### config.mk
export PLATFORM = sky130hd
export DESIGN_NAME = mips_register_file_flat
export DESIGN_NICKNAME = d
export VERILOG_FILES = /design/src/rtl/mips_register_file_pkg.sv /design/src/rtl/mips_register_file_if.sv /design/src/rtl/mips_register_file_reg32_en.sv /design/src/rtl/mips_register_file.sv /design/src/flat_wrapper.sv
export SDC_FILE = /design/constraint.sdc
export NUM_CORES = 2
export LEC_CHECK = 0
export CORE_ASPECT_RATIO = 1.5
export CORE_UTILIZATION = 40
export CTS_CLUSTER_DIAMETER = 80
export DETAILED_ROUTE_END_ITERATION = 10
export PLACE_DENSITY = 0.52
export SETUP_SLACK_MARGIN = 0.05
export SYNTH_ARGS = -nofsm -noshare
export SYNTH_HDL_FRONTEND = slang
export SYNTH_HIERARCHICAL = 1
export SYNTH_SLANG_ARGS = --single-unit
export TNS_END_PERCENT = 1
### constraint.sdc
create_clock -name clk -period 2.9 [get_ports clk]
set_input_delay 0.435 -clock clk [delete_from_list [all_inputs] [get_ports clk]]
set_output_delay 0.435 -clock clk [all_outputs]
set_load 0.05 [all_outputs]
### src/rtl/mips_register_file_pkg.sv
// -----------------------------------------------------------------------------
// mips_register_file_pkg
//   Shared definitions for the MIPS general-purpose register file:
//   default geometry (DATA_W, ADDR_W, NUM_REGS), architectural register index
//   names, and the read-port identifiers used to index the two read mux trees.
// -----------------------------------------------------------------------------
package mips_register_file_pkg;

  // Default geometry of the register file.
  localparam int DATA_W   = 32;
  localparam int ADDR_W   = 5;
  localparam int NUM_REGS = 32;

  // Architectural register indices referenced by the datapath and software.
  localparam logic [ADDR_W-1:0] REG_ZERO = 5'd0;
  localparam logic [ADDR_W-1:0] REG_SP   = 5'd29;
  localparam logic [ADDR_W-1:0] REG_RA   = 5'd31;

  // The two independent read ports.
  typedef enum logic [0:0] {
    READ_PORT_RS = 1'b0,
    READ_PORT_RT = 1'b1
  } read_port_e;

  localparam int NUM_READ_PORTS = 2;

endpackage : mips_register_file_pkg

### src/rtl/mips_register_file_if.sv
// -----------------------------------------------------------------------------
// mips_register_file_if
//   Bus between the single-cycle datapath and the register file.
//   Signals:
//     reg_write  RegWrite control (write enable)
//     rs_addr    read port A index
//     rt_addr    read port B index
//     wr_addr    write index (RegDst mux output)
//     wr_data    write data (MemtoReg mux output)
//     rs_data    read port A data
//     rt_data    read port B data
//   Modports:
//     master  datapath side: drives control/addresses/data, receives read data
//     slave   register file side
// -----------------------------------------------------------------------------
interface mips_register_file_if
  import mips_register_file_pkg::*;
#(
  parameter int DATA_W = mips_register_file_pkg::DATA_W,
  parameter int ADDR_W = mips_register_file_pkg::ADDR_W
);

  logic              reg_write;
  logic [ADDR_W-1:0] rs_addr;
  logic [ADDR_W-1:0] rt_addr;
  logic [ADDR_W-1:0] wr_addr;
  logic [DATA_W-1:0] wr_data;
  logic [DATA_W-1:0] rs_data;
  logic [DATA_W-1:0] rt_data;

  modport master (
    output reg_write,
    output rs_addr,
    output rt_addr,
    output wr_addr,
    output wr_data,
    input  rs_data,
    input  rt_data
  );

  modport slave (
    input  reg_write,
    input  rs_addr,
    input  rt_addr,
    input  wr_addr,
    input  wr_data,
    output rs_data,
    output rt_data
  );

endinterface : mips_register_file_if

### src/rtl/mips_register_file_reg32_en.sv
// -----------------------------------------------------------------------------
// mips_register_file_reg32_en
//   One general-purpose register: W-bit storage with asynchronous active-low
//   clear and a load enable.
//   Ports:
//     clk    clock, loads on rising edge
//     rst_n  asynchronous active-low clear
//     en_i   load enable (already qualified with RegWrite and index decode)
//     d_i    data to load
//     q_o    stored value
// -----------------------------------------------------------------------------
module mips_register_file_reg32_en #(
  parameter int W = 32
) (
  input  logic         clk,
  input  logic         rst_n,
  input  logic         en_i,
  input  logic [W-1:0] d_i,
  output logic [W-1:0] q_o
);

  logic [W-1:0] data_q;
  logic [W-1:0] data_d;

  always_comb begin
    data_d = en_i ? d_i : data_q;
  end

  // NOTE: state is updated with non-blocking assignments so every register
  // samples its inputs from before the edge; blocking here would create
  // order-dependent simulation races between instances.
  // NOTE: every storage word is reset. The register file has no X tolerance,
  // so unlike a RAM macro each word gets an explicit clear value.
  always_ff @(posedge clk or negedge rst_n) begin
    if (!rst_n) begin
      data_q <= '0;
    end else begin
      data_q <= data_d;
    end
  end

  assign q_o = data_q;

endmodule : mips_register_file_reg32_en

### src/rtl/mips_register_file.sv
// -----------------------------------------------------------------------------
// mips_register_file
//   32 x 32-bit MIPS general-purpose register file for the single-cycle
//   datapath. One synchronous write port, two combinational read ports.
//   Register 0 ($zero) has no storage: its read-mux leaf is tied to zero and
//   writes to it are never decoded.
//   Ports:
//     clk    clock, all writes on rising edge
//     rst_n  asynchronous active-low reset, clears every register
//     rf     mips_register_file_if.slave
//              reg_write/wr_addr/wr_data : write port
//              rs_addr -> rs_data        : read port A
//              rt_addr -> rt_data        : read port B
//   Reads are zero-latency with no write bypass: a read of the index being
//   written returns the old value until the clock edge.
// -----------------------------------------------------------------------------
module mips_register_file
  import mips_register_file_pkg::*;
#(
  parameter int DATA_W   = mips_register_file_pkg::DATA_W,
  parameter int ADDR_W   = mips_register_file_pkg::ADDR_W,
  parameter int NUM_REGS = mips_register_file_pkg::NUM_REGS
) (
  input  logic                clk,
  input  logic                rst_n,
  mips_register_file_if.slave rf
);

  // The read trees are full binary trees over the index bits, so the register
  // count must fill the index space exactly.
  if (NUM_REGS != (1 << ADDR_W)) begin : g_bad_geometry
    $error("mips_register_file: NUM_REGS must equal 2**ADDR_W");
  end

  // ---------------------------------------------------------------------------
  // Write enable decode: one-hot of wr_addr qualified by reg_write. Index 0 is
  // never decoded, which is what discards writes to $zero.
  // ---------------------------------------------------------------------------
  logic [NUM_REGS-1:1] we;

  // NOTE: the decode output gets a default before the loop so every bit is
  // assigned on every path; otherwise synthesis infers latches.
  always_comb begin
    we = '0;
    for (int i = 1; i < NUM_REGS; i++) begin
      if (rf.reg_write && (rf.wr_addr == ADDR_W'(i))) begin
        we[i] = 1'b1;
      end
    end
  end

  // ---------------------------------------------------------------------------
  // Storage: registers 1..NUM_REGS-1. leaf[0] is the hardwired $zero input of
  // both read trees.
  // ---------------------------------------------------------------------------
  logic [DATA_W-1:0] leaf [NUM_REGS];

  assign leaf[REG_ZERO] = '0;

  for (genvar g = 1; g < NUM_REGS; g++) begin : g_reg
    mips_register_file_reg32_en #(
      .W (DATA_W)
    ) u_reg (
      .clk   (clk),
      .rst_n (rst_n),
      .en_i  (we[g]),
      .d_i   (rf.wr_data),
      .q_o   (leaf[g])
    );
  end

  // ---------------------------------------------------------------------------
  // Read ports: one 2:1-mux tree per port, ADDR_W levels deep. Level l halves
  // the candidates using address bit l-1, so the first level resolves the LSB
  // (pairs 2j/2j+1) and the root resolves the MSB.
  // ---------------------------------------------------------------------------
  logic [ADDR_W-1:0] rd_addr [NUM_READ_PORTS];
  logic [DATA_W-1:0] rd_data [NUM_READ_PORTS];

  assign rd_addr[READ_PORT_RS] = rf.rs_addr;
  assign rd_addr[READ_PORT_RT] = rf.rt_addr;

  for (genvar p = 0; p < NUM_READ_PORTS; p++) begin : g_port
    for (genvar l = 0; l <= ADDR_W; l++) begin : g_lvl
      localparam int N = NUM_REGS >> l;
      logic [DATA_W-1:0] v [N];

      if (l == 0) begin : g_leaves
        for (genvar j = 0; j < N; j++) begin : g_in
          assign v[j] = leaf[j];
        end
      end else begin : g_mux
        for (genvar j = 0; j < N; j++) begin : g_m2
          assign v[j] = rd_addr[p][l-1] ? g_lvl[l-1].v[2*j+1]
                                        : g_lvl[l-1].v[2*j];
        end
      end
    end

    assign rd_data[p] = g_lvl[ADDR_W].v[0];
  end

  assign rf.rs_data = rd_data[READ_PORT_RS];
  assign rf.rt_data = rd_data[READ_PORT_RT];

endmodule : mips_register_file

### src/flat_wrapper.sv
// flat-port wrapper written by rule: the top's interface ports become plain ports
module mips_register_file_flat import mips_register_file_pkg::*;
#(
  parameter int DATA_W   = mips_register_file_pkg::DATA_W,
  parameter int ADDR_W   = mips_register_file_pkg::ADDR_W,
  parameter int NUM_REGS = mips_register_file_pkg::NUM_REGS
)
  (clk, rst_n, rf_reg_write, rf_rs_addr, rf_rt_addr, rf_wr_addr, rf_wr_data, rf_rs_data, rf_rt_data);
  mips_register_file_if #(.DATA_W(DATA_W), .ADDR_W(ADDR_W)) rf_i ();
  input  logic clk;
  input  logic rst_n;
  input wire logic [$bits(rf_i.reg_write)-1:0] rf_reg_write;
  input wire logic [$bits(rf_i.rs_addr)-1:0] rf_rs_addr;
  input wire logic [$bits(rf_i.rt_addr)-1:0] rf_rt_addr;
  input wire logic [$bits(rf_i.wr_addr)-1:0] rf_wr_addr;
  input wire logic [$bits(rf_i.wr_data)-1:0] rf_wr_data;
  output wire logic [$bits(rf_i.rs_data)-1:0] rf_rs_data;
  output wire logic [$bits(rf_i.rt_data)-1:0] rf_rt_data;
  assign rf_i.reg_write = rf_reg_write;
  assign rf_i.rs_addr = rf_rs_addr;
  assign rf_i.rt_addr = rf_rt_addr;
  assign rf_i.wr_addr = rf_wr_addr;
  assign rf_i.wr_data = rf_wr_data;
  assign rf_rs_data = rf_i.rs_data;
  assign rf_rt_data = rf_i.rt_data;
  mips_register_file #(.DATA_W(DATA_W), .ADDR_W(ADDR_W), .NUM_REGS(NUM_REGS)) u_core (.clk(clk), .rst_n(rst_n), .rf(rf_i));
endmodule
# [After elaboration in Yosys (flattened, before gate mapping)]
# Index checks and enable logic that the tools add are counted.
[totals] elab_cells=186 ff_bits=992
[op_classes] eq_ne=31 mux=93 reduce_logical=31
[op_table] operator="$mux 32" count=62
[op_table] operator="$eq 5x5->1 const B" count=16
[op_table] operator="$eq 5x4->1 const B" count=8
[op_table] operator="$logic_and 1x1->1" count=31
[op_table] operator="$mux 1" count=31
[op_table] operator="$eq 5x3->1 const B" count=4
[op_table] operator="$eq 5x2->1 const B" count=2
[op_table] operator="$eq 5x1->1 const B" count=1

# [Logic depth before layout (Yosys ltp)]
[depth] depth_word=5 depth_mapped=9

# [By module]
# Netlist, hierarchy kept.
[by_module_without_submodules] module="mips_register_file_reg32_en" seq_area_each_um2=800.8 n_inst=31 cells_each=68 area_each_um2=1345.0
[by_module_without_submodules] module="mips_register_file" seq_area_each_um2=0.0 n_inst=1 cells_each=1460 area_each_um2=16321.9

# [Least setup slack after synthesis]
# No wires, ideal clock.
[synth_path] path_type="input-to-output" start="input rf_rt_addr[0]" end="output rf_rt_data[23]" cell_stages=9 path_buffers=5 t_arrival_ns=2.670 path_slack_ns=-0.205 path_cell_list="buf_2 > buf_6 > buf_6 > buf_6 > buf_6 > mux2i_1 > o22ai_1 > a211oi_1 > o31ai_1"
[synth_via] elab_chain_len=5
[synth_lines] item="start, declared" line="flat_wrapper.sv:14" text="input wire logic [$bits(rf_i.rt_addr)-1:0] rf_rt_addr;"
[synth_lines] item="$mux 32 (4 in series)" line="mips_register_file.sv:94" text="assign v[j] = rd_addr[p][l-1] ? g_lvl[l-1].v[2*j+1]"
[synth_lines] item="$mux 32 (*)" line="mips_register_file.sv:94"
[synth_lines] item="end, declared" line="flat_wrapper.sv:18" text="output wire logic [$bits(rf_i.rt_data)-1:0] rf_rt_data;"
# Mark *: on every way between the ends. The rest lies on a longest branch, timed or not.

# [Worst setup path after layout]
[layout_path] start="register u_core.g_reg[31].u_reg.data_q[14]" end="output rf_rs_data[14]"
[layout_via] elab_chain_len=5
[layout_lines] item="start, declared" line="mips_register_file_reg32_en.sv:22" text="logic [W-1:0] data_q;"
[layout_lines] item="start signal, assigned" line="mips_register_file_reg32_en.sv:38" text="data_q <= data_d;"
[layout_lines] item="$mux 32 (5 in series)" line="mips_register_file.sv:94"
[layout_lines] item="end, declared" line="flat_wrapper.sv:17" text="output wire logic [$bits(rf_i.rs_data)-1:0] rf_rs_data;"
# Every way passes these cells.

==> results_tabular.tex <==
\begin{tabular}{lr}
\hline
Metric & Value \\
\hline
\multicolumn{2}{l}{\textbf{Logic synthesis}} \\
\quad Leading post-synthesis cells by instance count & 992 x sky130\_fd\_sc\_hd\_\_dfrtp\_1, 930 x sky130\_fd\_sc\_hd\_\_mux2\_4, 384 x sky130\_fd\_sc\_hd\_\_mux4\_2 \\
\quad Post-synth EDFFs & 0 \\
\quad Most numerous cell in the Yosys netlist & sky130\_fd\_sc\_hd\_\_dfrtp\_1 \\
\quad Post-synthesis share of cell area spent on and, or, nand and nor gates & 1.581\% \\
\quad Synthesized instance count & 3568 \\
\quad Yosys warning count & 6 \\
\quad Fraction of the mapped netlist area in adder cells & 0\% \\
\quad Ys flop type & sky130\_fd\_sc\_hd\_\_dfrtp\_1 \\
\quad Register bit total from synthesis & 992 \\
\quad Main combinational cell family by area after synthesis & multiplexers \\
\quad Syn Nets & 3618 \\
\quad Parity-gate share of the synthesized area counting xor and xnor cells & 0\% \\
\quad Mux share of post-synthesis cell area & 44.18\% \\
\quad Share of flip-flops with an asynchronous set or reset after synthesis & 100.0\% \\
\quad Most area-consuming cells after synthesis & sky130\_fd\_sc\_hd\_\_dfrtp\_1 43\%, sky130\_fd\_sc\_hd\_\_mux2\_4 24\%, sky130\_fd\_sc\_hd\_\_mux4\_2 15\% \\
\quad Compound-Gate Fraction of Synth Area & 5.797\% \\
\quad Number of distinct standard cells referenced by the synthesized netlist & 27 \\
\quad Proportion of synthesized chip area in sequential cells & 42.79\% \\
\quad Netlist Area Pre-Place & 58020 sq um \\
\quad Largest area contributor in the netlist & sky130\_fd\_sc\_hd\_\_dfrtp\_1 \\
\quad Area share of the largest cell type after synthesis & 42.79\% \\
\quad Average cell area after synthesis & 16.26 sq um \\
\multicolumn{2}{l}{\textbf{Clocking}} \\
\quad Total CTS buffers & between 100 and 150 \\
\quad Clk\_lat worst skew & approximately 0.73 ns \\
\quad Master cell of the clock root buffer & sky130\_fd\_sc\_hd\_\_clkbuf\_16 \\
\quad CTS tree & yes \\
\quad Total number of clock tree sinks & 992 \\
\quad CTS max path bufs & 3 \\
\quad CTS HTree Levels & 3 \\
\quad Clock slew seen by the registers of the worst setup and hold paths & 0.06 ns \\
\multicolumn{2}{l}{\textbf{Timing}} \\
\quad Maximum frequency from static timing analysis & 335.2 MHz \\
\quad Final worst clock skew & 0 ns \\
\quad Tightest slew margin relative to the limit & 33.67\% \\
\quad Hold Violations, Final & 0 \\
\quad Final worst path period share & 102.9\% \\
\quad Unrepaired setup endpoints after global routing & true \\
\quad Max-slew violation count & 0 \\
\quad Final setup viols & 37 \\
\quad Slew at the pin closest to its max-slew limit & 0.9950 ns \\
\quad Shortest clock period the worst path allows after layout & 2.984 ns \\
\quad Worst setup slack after layout & -0.08363 ns \\
\multicolumn{2}{l}{\textbf{Worst setup path}} \\
\quad Kind of end point of the critical path & output port \\
\quad Startpoint-to-endpoint class of the critical path & reg2out \\
\quad CP Data Arrival Time & approximately 2.6 ns \\
\quad Worst reg-to-reg setup slack & 1.88 ns \\
\quad RR Startpoint & u\_core/g\_reg[27].u\_reg/q\_o[17] \\
\quad Capturing point of the worst reg2reg path & u\_core/g\_reg[27].u\_reg/q\_o[17] \\
\quad Largest stage delay on the critical path & 0.47 ns \\
\quad Critical-path maximum fanout & 3 \\
\quad Cell seen most often among critical-path stages & sky130\_fd\_sc\_hd\_\_buf\_4 \\
\quad Critical path, cell by cell & mux4\_2 > a22o\_1 > o21ai\_1 > buf\_4 > o31ai\_1 > buf\_4 \\
\quad Cell family with most CP delay & compound AO/OA/AOI/OAI gates \\
\quad Critical path launch point type & flop \\
\quad Worst path buffer plus inverter count & 2 \\
\quad Number of cells traversed by the worst register-to-register path & 3 \\
\quad Critical Path RT & 2.47 ns \\
\quad Slowest library cell on the worst path & sky130\_fd\_sc\_hd\_\_mux4\_2 \\
\multicolumn{2}{l}{\textbf{Layout}} \\
\quad Area added between synthesis and finish & 18.28\% \\
\quad Multi-input gate area & 30700 sq um \\
\quad Seq. cell area & 24820 sq um \\
\quad Share of cells above drive strength 1 & 56.79\% \\
\quad Post-route cell area & between 60000 and 70000 sq um \\
\quad Flip-flop count of the largest register, all copies and words added & between 900 and 1000 \\
\quad Net count reported at finish & 3946 \\
\quad Filler Cells Inserted & 12257 \\
\multicolumn{2}{l}{\textbf{Floorplan}} \\
\quad Height of the chip & 468.4 um \\
\quad Core Region & 143600 sq um \\
\quad Die ar. & 146600 sq um \\
\quad Total number of placement rows & 170 \\
\quad Ports placed on the boundary & roughly 110 \\
\quad Horizontal extent of the die & 313.0 um \\
\quad Initial core utilization & 40.41\% \\
\multicolumn{2}{l}{\textbf{Drt}} \\
\quad Detailed-router iteration count before antenna repair & 5 \\
\quad Wire length per cell after detailed routing & approximately 33 um \\
\quad DRC violations left & 0 \\
\quad Total via count in the routed design & 35375 \\
\quad Post-detailed-route count of antenna-violating nets & 0 \\
\quad Detailed Route WL & 196200 um \\
\quad Iteration-0 DRC Markers & 2437 \\
\quad Drt via density & 6.020 \\
\multicolumn{2}{l}{\textbf{GRT}} \\
\quad Number of global-route vias before repair & 37664 \\
\quad Overall global routing resource usage & approximately 27\% \\
\quad Pin count of the biggest net entering global routing & 97 \\
\quad Global-route wire length before repair & around 290000 um \\
\quad Number of antenna violations at the first check in global routing & 4 \\
\quad Total overflow reported by the global router & 0 \\
\multicolumn{2}{l}{\textbf{Pwr}} \\
\quad Pwr dens & 670.0 nW/um\^{}2 \\
\quad Peak supply drop & 0.4924 mV \\
\quad Power after layout & between 40 and 50 mW \\
\quad Static leakage & 29.81 nW \\
\multicolumn{2}{l}{\textbf{Hold path}} \\
\quad Worst Hold Class & in2async \\
\multicolumn{2}{l}{\textbf{Placed design}} \\
\quad Placed wire-length estimate after detailed placement & 124800 um \\
\quad Routability Congestion & 0.8210 \\
\quad Count of buffers from port buffering & 113 \\
\quad Area of placed instances & 64080 sq um \\
\multicolumn{2}{l}{\textbf{Run status}} \\
\quad Result of the run & finished with violations \\
\quad Violations in the final reports & setup timing \\
\multicolumn{2}{l}{\textbf{Run}} \\
\quad Max cap viols & 0 \\
\hline
\end{tabular}
-- through the flow --
stage                     util [%]  setup TNS (ns)  hold slack, ns  cells  setup WS [ns]
after floorplan                  -          -10.42          0.1394   3568        -0.2051
after global placement       44.63          -2.685          0.4240   5660        -0.4431
after detailed placement     44.63          -2.442          0.4253   5660        -0.4039
after CTS                    47.64          -4.253          0.2285   5866        -0.1219
after global routing         47.80          -3.935          0.2586   5876        -0.1335
final                        47.80          -1.212          0.2347   5876       -0.08363
-- worst register-to-register path, stage by stage (launching register included) --
cell and delay (ns):
sky130_fd_sc_hd__dfrtp_1 0.39, sky130_fd_sc_hd__buf_4 0.14, sky130_fd_sc_hd__buf_4 0.12, sky130_fd_sc_hd__mux2_4 0.26
-- layout make-up --
class,instances,area share (%)
clock buffers,154,4.688
well taps,1892,3.450
clock inverters,39,0.8351
repair buffers,559,10.10
multi-input cells,2237,44.73
inverters,2,0.01459
flip-flops and latches,992,36.17
diodes,1,0.003647
-- cells by family (layout without fill, tap and decap cells) --
logic type / count (synthesis) / in the layout
AO/OA/AOI/OAI: 448 / 448
buffers and inverters: 339 / 754
flip-flops: 992 / 992
multiplexers: 1600 / 1600
other: 0 / 1
AND/OR/NAND/NOR: 189 / 189
-- worst max-delay path by stage --
| stage | slack (ns) | cells past startpoint | start | end |
|---|---|---|---|---|
| after detailed placement | -0.40 | 9 | rf_rs_addr[1] | rf_rs_data[5] |
| after global routing | -0.13 | 6 | u_core/g_reg[19].u_reg/q_o[3] | rf_rs_data[3] |
| final | -0.08 | 6 | u_core/g_reg[31].u_reg/q_o[14] | rf_rs_data[14] |
| after CTS | -0.12 | 6 | u_core/g_reg[20].u_reg/q_o[3] | rf_rs_data[3] |
| after floorplan | -0.21 | 9 | rf_rt_addr[0] | rf_rt_data[24] |
| after global placement | -0.44 | 9 | rf_rs_addr[1] | rf_rs_data[5] |
-- report_power, final --
group	switching [mW]	leakage, nW	internal (mW)
logic	4.62	15.3	7.53
registers	2.32	12.7	16.6
clock network	6.05	1.87	8.90
total	13.0	29.8	33.0
-- per-layer routing --
metal | vias up | part of all wire, % | global-route usage, %
li1 | 14480 | - | -
met1 | 19361 | 43 | 36.45
met5 | - | 0.012 | 0
met3 | 331 | 4.9 | 3.145
met4 | 4 | 3.6 | 9.638
met2 | 1199 | 49 | 44.47
-- what timing repair did --
action	CTS	global route
hold buffers	1	0
resized for setup	82	33
endpoints found under the hold margin	23	0
setup endpoints to repair	64	64
buffers inserted	17	9
pin swaps	53	10
-- cells in the final DEF, fill, tap and decap left out, types with 13 or more instances in the layout --
cell type,synthesis,layout
sky130_fd_sc_hd__bufinv_16,0,14
sky130_fd_sc_hd__nor2_4,0,33
sky130_fd_sc_hd__a22o_1,192,192
sky130_fd_sc_hd__nand2_1,70,68
sky130_fd_sc_hd__clkinv_2,0,16
sky130_fd_sc_hd__o22ai_1,64,64
sky130_fd_sc_hd__o31ai_2,0,23
sky130_fd_sc_hd__a211oi_1,64,58
sky130_fd_sc_hd__mux2i_1,160,160
sky130_fd_sc_hd__clkdlybuf4s50_1,0,38
sky130_fd_sc_hd__buf_12,93,197
sky130_fd_sc_hd__mux2_2,126,126
sky130_fd_sc_hd__and2_1,34,32
sky130_fd_sc_hd__and3_1,32,32
sky130_fd_sc_hd__buf_4,23,296
sky130_fd_sc_hd__buf_6,47,18
sky130_fd_sc_hd__clkbuf_8,0,32
sky130_fd_sc_hd__clkbuf_16,0,109
sky130_fd_sc_hd__mux2_4,930,930
sky130_fd_sc_hd__o31ai_1,64,26
sky130_fd_sc_hd__dfrtp_1,992,992
sky130_fd_sc_hd__o21ai_2,0,28
sky130_fd_sc_hd__mux4_2,384,384
sky130_fd_sc_hd__clkbuf_1,114,13
sky130_fd_sc_hd__o31ai_4,0,15
sky130_fd_sc_hd__o21ai_1,64,34
Note: power is estimated with default switching activity, not from simulation.
